**src/rtl/acc_cmd_endpoint.sv**
```systemverilog
// Accelerator-side command endpoint: parses execute-task commands from CmdIn, runs the kernel,
// returns the finish message on CmdOut. Define ACC_ENDPOINT_PROFILE_EN for the RUN cycle counter.
module acc_cmd_endpoint #(
  parameter int unsigned ACC_BITS = 4,
  parameter int unsigned ACC_ID   = 0,
  parameter int unsigned MAX_ARGS = 8
) (
  input  logic                     clk,
  input  logic                     rstn,
  input  logic                     cmdin_tvalid,
  output logic                     cmdin_tready,
  input  logic [ACC_BITS-1:0]      cmdin_tdest,
  input  logic [63:0]              cmdin_tdata,
  input  logic                     cmdin_tlast,
  output logic                     cmdout_tvalid,
  input  logic                     cmdout_tready,
  output logic [ACC_BITS-1:0]      cmdout_tid,
  output logic [63:0]              cmdout_tdata,
  output logic                     kernel_start,
  output logic [64*MAX_ARGS-1:0]   kernel_args,
  output logic [7:0]               kernel_num_args,
  input  logic                     kernel_done,
  output logic                     busy,
  output logic                     err
);

  typedef enum logic [3:0] {
    S_IDLE, S_TID, S_PTID, S_ARGS, S_DRAIN, S_START, S_RUN,
    S_FIN0, S_FIN1, S_FIN2, S_FIN3
  } state_e;

  localparam logic [7:0] CMD_EXEC = 8'h01;
`ifdef ACC_ENDPOINT_PROFILE_EN
  localparam logic [7:0] FIN_HDR_HI = 8'h03;
`else
  localparam logic [7:0] FIN_HDR_HI = 8'h02;
`endif

  state_e                     state_q, state_d;
  logic                       cmdin_tready_q;
  logic                       cmdout_tvalid_q;
  logic [63:0]                cmdout_tdata_q, tdata_d;
  logic                       kernel_start_q;
  logic [MAX_ARGS-1:0][63:0]  args_q;
  logic [7:0]                 num_args_q;
  logic [7:0]                 kna_q;
  logic [7:0]                 cnt_q;
  logic [63:0]                tid_q, ptid_q;
  logic                       busy_q, err_q;
  logic                       err_set;
  logic                       in_xfer, out_xfer;
  logic                       hdr_ok, last_arg;
`ifdef ACC_ENDPOINT_PROFILE_EN
  logic [63:0]                cyc_q;
`endif

  logic unused_tdest;
  assign unused_tdest = ^cmdin_tdest;

  assign in_xfer  = cmdin_tvalid && cmdin_tready_q;
  assign out_xfer = cmdout_tvalid_q && cmdout_tready;
  assign hdr_ok   = (cmdin_tdata[7:0] == CMD_EXEC);
  assign last_arg = (cnt_q == num_args_q - 8'd1);

  always_comb begin
    state_d = state_q;
    err_set = 1'b0;
    case (state_q)
      S_IDLE: if (in_xfer) begin
        if (hdr_ok && !cmdin_tlast) begin
          state_d = S_TID;
        end else begin
          err_set = 1'b1;
          if (!cmdin_tlast) state_d = S_DRAIN;
        end
      end
      S_TID: if (in_xfer) begin
        if (cmdin_tlast) begin
          err_set = 1'b1;
          state_d = S_IDLE;
        end else begin
          state_d = S_PTID;
        end
      end
      S_PTID: if (in_xfer) begin
        if (num_args_q == 8'd0) begin
          if (cmdin_tlast) begin
            state_d = S_START;
          end else begin
            err_set = 1'b1;
            state_d = S_DRAIN;
          end
        end else if (cmdin_tlast) begin
          err_set = 1'b1;
          state_d = S_IDLE;
        end else begin
          state_d = S_ARGS;
        end
      end
      S_ARGS: if (in_xfer) begin
        if (cnt_q >= 8'(MAX_ARGS)) err_set = 1'b1;
        if (last_arg) begin
          if (cmdin_tlast) begin
            state_d = S_START;
          end else begin
            err_set = 1'b1;
            state_d = S_DRAIN;
          end
        end else if (cmdin_tlast) begin
          err_set = 1'b1;
          state_d = S_IDLE;
        end
      end
      S_DRAIN: if (in_xfer && cmdin_tlast) state_d = S_IDLE;
      S_START: state_d = S_RUN;
      S_RUN:   if (kernel_done) state_d = S_FIN0;
      S_FIN0:  if (out_xfer) state_d = S_FIN1;
      S_FIN1:  if (out_xfer) state_d = S_FIN2;
`ifdef ACC_ENDPOINT_PROFILE_EN
      S_FIN2:  if (out_xfer) state_d = S_FIN3;
      S_FIN3:  if (out_xfer) state_d = S_IDLE;
`else
      S_FIN2:  if (out_xfer) state_d = S_IDLE;
`endif
      default: state_d = S_IDLE;
    endcase
  end

  // Outputs are registered from the next state so they are glitch-free and all zero in reset.
  always_comb begin
    tdata_d = '0;
    case (state_d)
      S_FIN0:  tdata_d = {48'h0, FIN_HDR_HI, 8'h03};
      S_FIN1:  tdata_d = tid_q;
      S_FIN2:  tdata_d = ptid_q;
`ifdef ACC_ENDPOINT_PROFILE_EN
      S_FIN3:  tdata_d = cyc_q;
`endif
      default: tdata_d = '0;
    endcase
  end

  always_ff @(posedge clk or negedge rstn) begin
    if (!rstn) begin
      state_q         <= S_IDLE;
      cmdin_tready_q  <= 1'b0;
      cmdout_tvalid_q <= 1'b0;
      cmdout_tdata_q  <= '0;
      kernel_start_q  <= 1'b0;
      args_q          <= '0;
      num_args_q      <= '0;
      kna_q           <= '0;
      cnt_q           <= '0;
      tid_q           <= '0;
      ptid_q          <= '0;
      busy_q          <= 1'b0;
      err_q           <= 1'b0;
`ifdef ACC_ENDPOINT_PROFILE_EN
      cyc_q           <= '0;
`endif
    end else begin
      state_q         <= state_d;
      cmdin_tready_q  <= state_d inside {S_IDLE, S_TID, S_PTID, S_ARGS, S_DRAIN};
      cmdout_tvalid_q <= state_d inside {S_FIN0, S_FIN1, S_FIN2, S_FIN3};
      cmdout_tdata_q  <= tdata_d;
      kernel_start_q  <= (state_d == S_START);
      if (err_set) err_q <= 1'b1;
      if (state_d == S_IDLE) busy_q <= 1'b0;
      if (state_d == S_START)
        kna_q <= (num_args_q > 8'(MAX_ARGS)) ? 8'(MAX_ARGS) : num_args_q;
      case (state_q)
        S_IDLE: if (in_xfer && hdr_ok && !cmdin_tlast) begin
          num_args_q <= cmdin_tdata[15:8];
          busy_q     <= 1'b1;
        end
        S_TID: if (in_xfer) tid_q <= cmdin_tdata;
        S_PTID: if (in_xfer) begin
          ptid_q <= cmdin_tdata;
          cnt_q  <= '0;
        end
        S_ARGS: if (in_xfer) begin
          for (int unsigned i = 0; i < MAX_ARGS; i++)
            if (cnt_q == 8'(i)) args_q[i] <= cmdin_tdata;
          cnt_q <= cnt_q + 8'd1;
        end
`ifdef ACC_ENDPOINT_PROFILE_EN
        S_START: cyc_q <= '0;
        S_RUN:   cyc_q <= cyc_q + 64'd1;
`endif
        default: ;
      endcase
    end
  end

  assign cmdin_tready    = cmdin_tready_q;
  assign cmdout_tvalid   = cmdout_tvalid_q;
  assign cmdout_tdata    = cmdout_tdata_q;
  assign cmdout_tid      = ACC_BITS'(ACC_ID);
  assign kernel_start    = kernel_start_q;
  assign kernel_args     = args_q;
  assign kernel_num_args = kna_q;
  assign busy            = busy_q;
  assign err             = err_q;

endmodule
```
**config.mk**
```make
export PLATFORM = sky130hd
export DESIGN_NAME = acc_cmd_endpoint
export DESIGN_NICKNAME = d
export VERILOG_FILES = /design/src/rtl/acc_cmd_endpoint.sv
export SDC_FILE = /design/constraint.sdc
export NUM_CORES = 1
export LEC_CHECK = 0
export CORE_MARGIN = 3
export CORE_UTILIZATION = 45
export DETAILED_ROUTE_END_ITERATION = 10
export GPL_ROUTABILITY_DRIVEN = 1
export GPL_TIMING_DRIVEN = 0
export PLACE_DENSITY = 0.73
export SKIP_LAST_GASP = 1
export SLEW_MARGIN = 10
export SYNTH_ARGS = -nofsm -noshare
export SYNTH_HDL_FRONTEND = slang
export SYNTH_SLANG_ARGS = --single-unit
```
**constraint.sdc**
```tcl
create_clock -name clk -period 5.69 [get_ports clk]
set_input_delay 0.569 -clock clk [delete_from_list [all_inputs] [get_ports clk]]
set_output_delay 0.569 -clock clk [all_outputs]
set_load 0.01 [all_outputs]
```
==> summary.txt <==
Status
  – Status: finished with violations
  – Failing checks: hold timing

Place
  – Pre-CTS setup slack: 1.48 ns
  – Placed cells: 3408
  – Post-DP HPWL: 60600 µm
  – Placer Congestion: 0.871
  – Placed Area: 35800 µm²
  – Port buffer count: 610

Cells and area
  – NumNets Final: 2731
  – Area Overhead vs Synth: 35.0%
  – Finished Cell Area: between 30000 and 40000 µm²
  – Share of layout cells above drive strength 1: between 20% and 30%
  – Diodes inserted: 0
  – Final non-filler cell total: 3543

Routing
  – Routed len/inst: 24.1 µm
  – Mean number of vias per cell: 5.24
  – Via count: around 19000
  – Routed Antenna Nets: 0
  – Remaining DRCs: 0
  – Final wirelength: 85400 µm
  – Initial drt markers: 1007
  – 1st-pass router iterations: 5

Yosys
  – Synth Flop Type: dfrtp_1
  – Top cells by area, synth: dfrtp_1 (65%), mux2_2 (23%), nand2_1 (3.1%)
  – Asr flop ratio synth: 100%
  – Seq cells post-synth: 737
  – Library cells used by synthesis: 60
  – Cell Area, Synth: around 28000 µm²
  – Synth area leader: dfrtp_1
  – Share of the synthesized area in the top cell type: between 60% and 70%
  – Sequential area share after synthesis: 64.9%
  – Cells after Synth: 1949
  – Post-synth EDFFs: 0
  – Number of synthesis warnings: 0
  – Mean area per synthesized cell: approximately 15 µm²

Power and ir drop
  – Lkg Pwr: 18.5 nW
  – Worst vdd ir: between 200 and 250 µV
  – Internal power: between 0.009 and 0.01 W
  – Gate power share: under 10%
  – Sequential power share: 49.2%
  – Sw Ratio: 24.4%
  – Total power: between 0.01 and 0.015 W
  – Clock Power Share: 41.5%
  – Switch Pwr: 0.00295 W
  – Power Dens Cells: 315 nW/µm²

STA
  – Final Skew: 0.0236 ns
  – Normalized max-slew margin: 15.8%
  – RSZ-0062 raised after global routing: no
  – Fin crit share: 69.2%
  – Final min period: 3.94 ns
  – Hold WS: -0.0145 ns
  – Final WS setup: 1.75 ns
  – Highest Clock Rate: 254 MHz
  – Measured slew at the worst slew-check pin: 1.26 ns
  – Setup tns final: 0 ns
  – Hold Vio Cnt, Final: 3
  – Slew Limit Fails: 0
  – Final setup fails: 0

Run
  – Max-Cap Viols: 0

CTS
  – Bufs on Longest Clock Path: 3
  – Worst skew pair latency: between 0.6 and 0.7 ns
  – Post-CTS sizing: 0
  – Reg clk slew, reported paths: 0.06 ns
  – Cts bufs inserted: 77
  – H-tree levels: 3
  – Post-CTS Repair Setup Buffers: 0
  – Clk root buf: clkbuf_16
  – Hold-fix buffers at CTS: 0
  – CTS sink count: roughly 740
  – TritonCTS clock tree: done

Die
  – Die Span X: ~260 µm
  – Starting density of the core: between 40% and 50%
  – Core footprint: 62100 µm²
  – I/O pins: between 600 and 700
  – Die footprint: 66200 µm²
  – Placement Rows: slightly above 90
  – Die H: around 260 µm

Worst setup path
  – Worst setup path startpoint: state_q[1]
  – Crit Path Category: reg2reg
  – Delay-heaviest family, CP: simple AND/OR/NAND/NOR gates
  – Crit Path Max Fanout: 10
  – Crit-path cells: clkbuf_1 -> nand2_1 -> nor3_1 -> nand2_1 -> nor2_1 -> nand3_1 -> clkbuf_1 -> mux2_2
  – Critical Path RT: roughly 6 ns
  – Reg2reg start: state_q[1]
  – CP Buf/Inv Count: 2
  – Slowest cell on the critical path: nand3_1
  – Largest stage delay, worst path: 0.92 ns
  – Crit start category: flip-flop
  – Worst Path Arrival: 4.42 ns
  – Critical path endpoint category: flip-flop

Global route
  – Gr ovfl total: 0
  – Vias in the first global route: 19900
  – Global-route wire length before repair: 128000 µm
  – Largest net degree at the start of global routing: 120
  – Initial antenna violation count: 5
  – Total Routing Usage GR: 25.6%

Hold path
  – Worst Hold Class: in2async
area by class of cell:
| cell class | instances | area, µm² |
|---|---|---|
| clock buffers | 116 | 2300 |
| plain buffers | 162 | 828 |
| well taps | 837 | 1050 |
| multi-input cells | 1034 | 9090 |
| flip-flops and latches | 737 | 18400 |
| repair buffers | 619 | 6330 |
| fillers | 4720 | 23700 |
| clock inverters | 19 | 234 |
| inverters | 19 | 71.3 |
per-layer routing:
metal / routed length (µm) / global-route usage [%]
met2: 42800 / 43.6
met5: 0 / 0
met3: 5640 / 6.25
met4: 3630 / 11.0
met1: 33300 / 31.1
layout by cell type (no fill, tap or decap), types with 3 or more instances in the layout:
master,instances
dfrtp_1,737
clkdlybuf4s50_1,609
mux2_2,578
nand2_1,234
clkbuf_1,116
clkbuf_16,79
a22o_1,45
buf_4,43
inv_1,19
nor2_1,18
o21ai_0,18
a22o_2,18
clkbuf_8,18
nand3_1,13
nor3_1,12
clkbuf_2,9
clkinv_2,8
and2_1,7
xnor2_1,7
ha_1,7
buf_16,7
xor2_1,6
a21oi_1,6
buf_6,6
buf_1,5
mux2i_1,5
and3_1,4
conb_1,4
bufinv_16,4
or4_1,3
nor4_1,3
a31oi_1,3
buf_8,3
metrics by stage:
stage | hold slack, ns | util (%)
after global placement | 0.460 | 57.3
final | -0.0145 | 61.8
after CTS | 0.0331 | 61.8
after detailed placement | 0.464 | 57.7
after global routing | 0.0609 | 61.8
after floorplan | 0.273 | -
synth_stat cells (2+ instances only):
library cell  count
inv_1            19
nand2_1         234
nor2b_1           2
a22o_2           18
buf_1             5
dfrtp_1         737
xnor2_1           7
ha_1              7
buf_4            43
or4_1             3
mux2i_1           5
buf_6             6
and3_1            4
clkbuf_1         97
and2_1            7
or3_1             2
nand3_1          14
a31oi_1           3
nor3_1           12
nor2_1           22
xor2_1            6
a21oi_1           6
nand4_1           2
buf_2             2
a22o_1           45
o21ai_0          18
nor3b_1           2
mux2_2          578
o31a_2            2
clkbuf_2          9
nor4_1            3
cells by family after synthesis:
family,after synthesis,share of synthesized area (%)
fa+ha+maj,7,0.308
other cells,1,0.0132
simple gates,317,4.82
xor+xnor,13,0.401
buf+inv,181,3.17
flops,737,64.9
mux,584,23.1
compound gates,109,3.19
registers in the layout, indices dropped and copies added, names as in the netlist:
name / cells
kernel_start: 1
num_args_q: 8
err: 1
ptid_q: 64
state_q: 4
cmdout_tdata: 64
cmdin_tready: 1
busy: 1
tid_q: 64
kernel_args: 512
cnt_q: 8
cmdout_tvalid: 1
kernel_num_args: 8
power groups by stage:
stage                     clock network [W]  logic, W  registers (W)
final                               0.00502   0.00112        0.00595
after global placement                    0   0.00104        0.00604
after floorplan                           0  0.000708        0.00597
after CTS                           0.00513   0.00113        0.00595
after detailed placement                  0   0.00112        0.00604
after global routing                0.00536   0.00124        0.00600
final timing paths:
path / end / cells past startpoint / slack [ns]
worst max-delay path: kernel_args[36] / 8 / 1.75
worst min-delay path: kernel_args[251] / 1 / -0.01
worst max register to register: kernel_args[36] / 8 / 1.75
worst min register to register: ptid_q[45] / 2 / 0.47
max in group asynchronous: kernel_args[272] / 4 / 3.68
min in group clk: ptid_q[16] / 3 / 0.26
No activity file was read; power rests on OpenSTA's default activity.
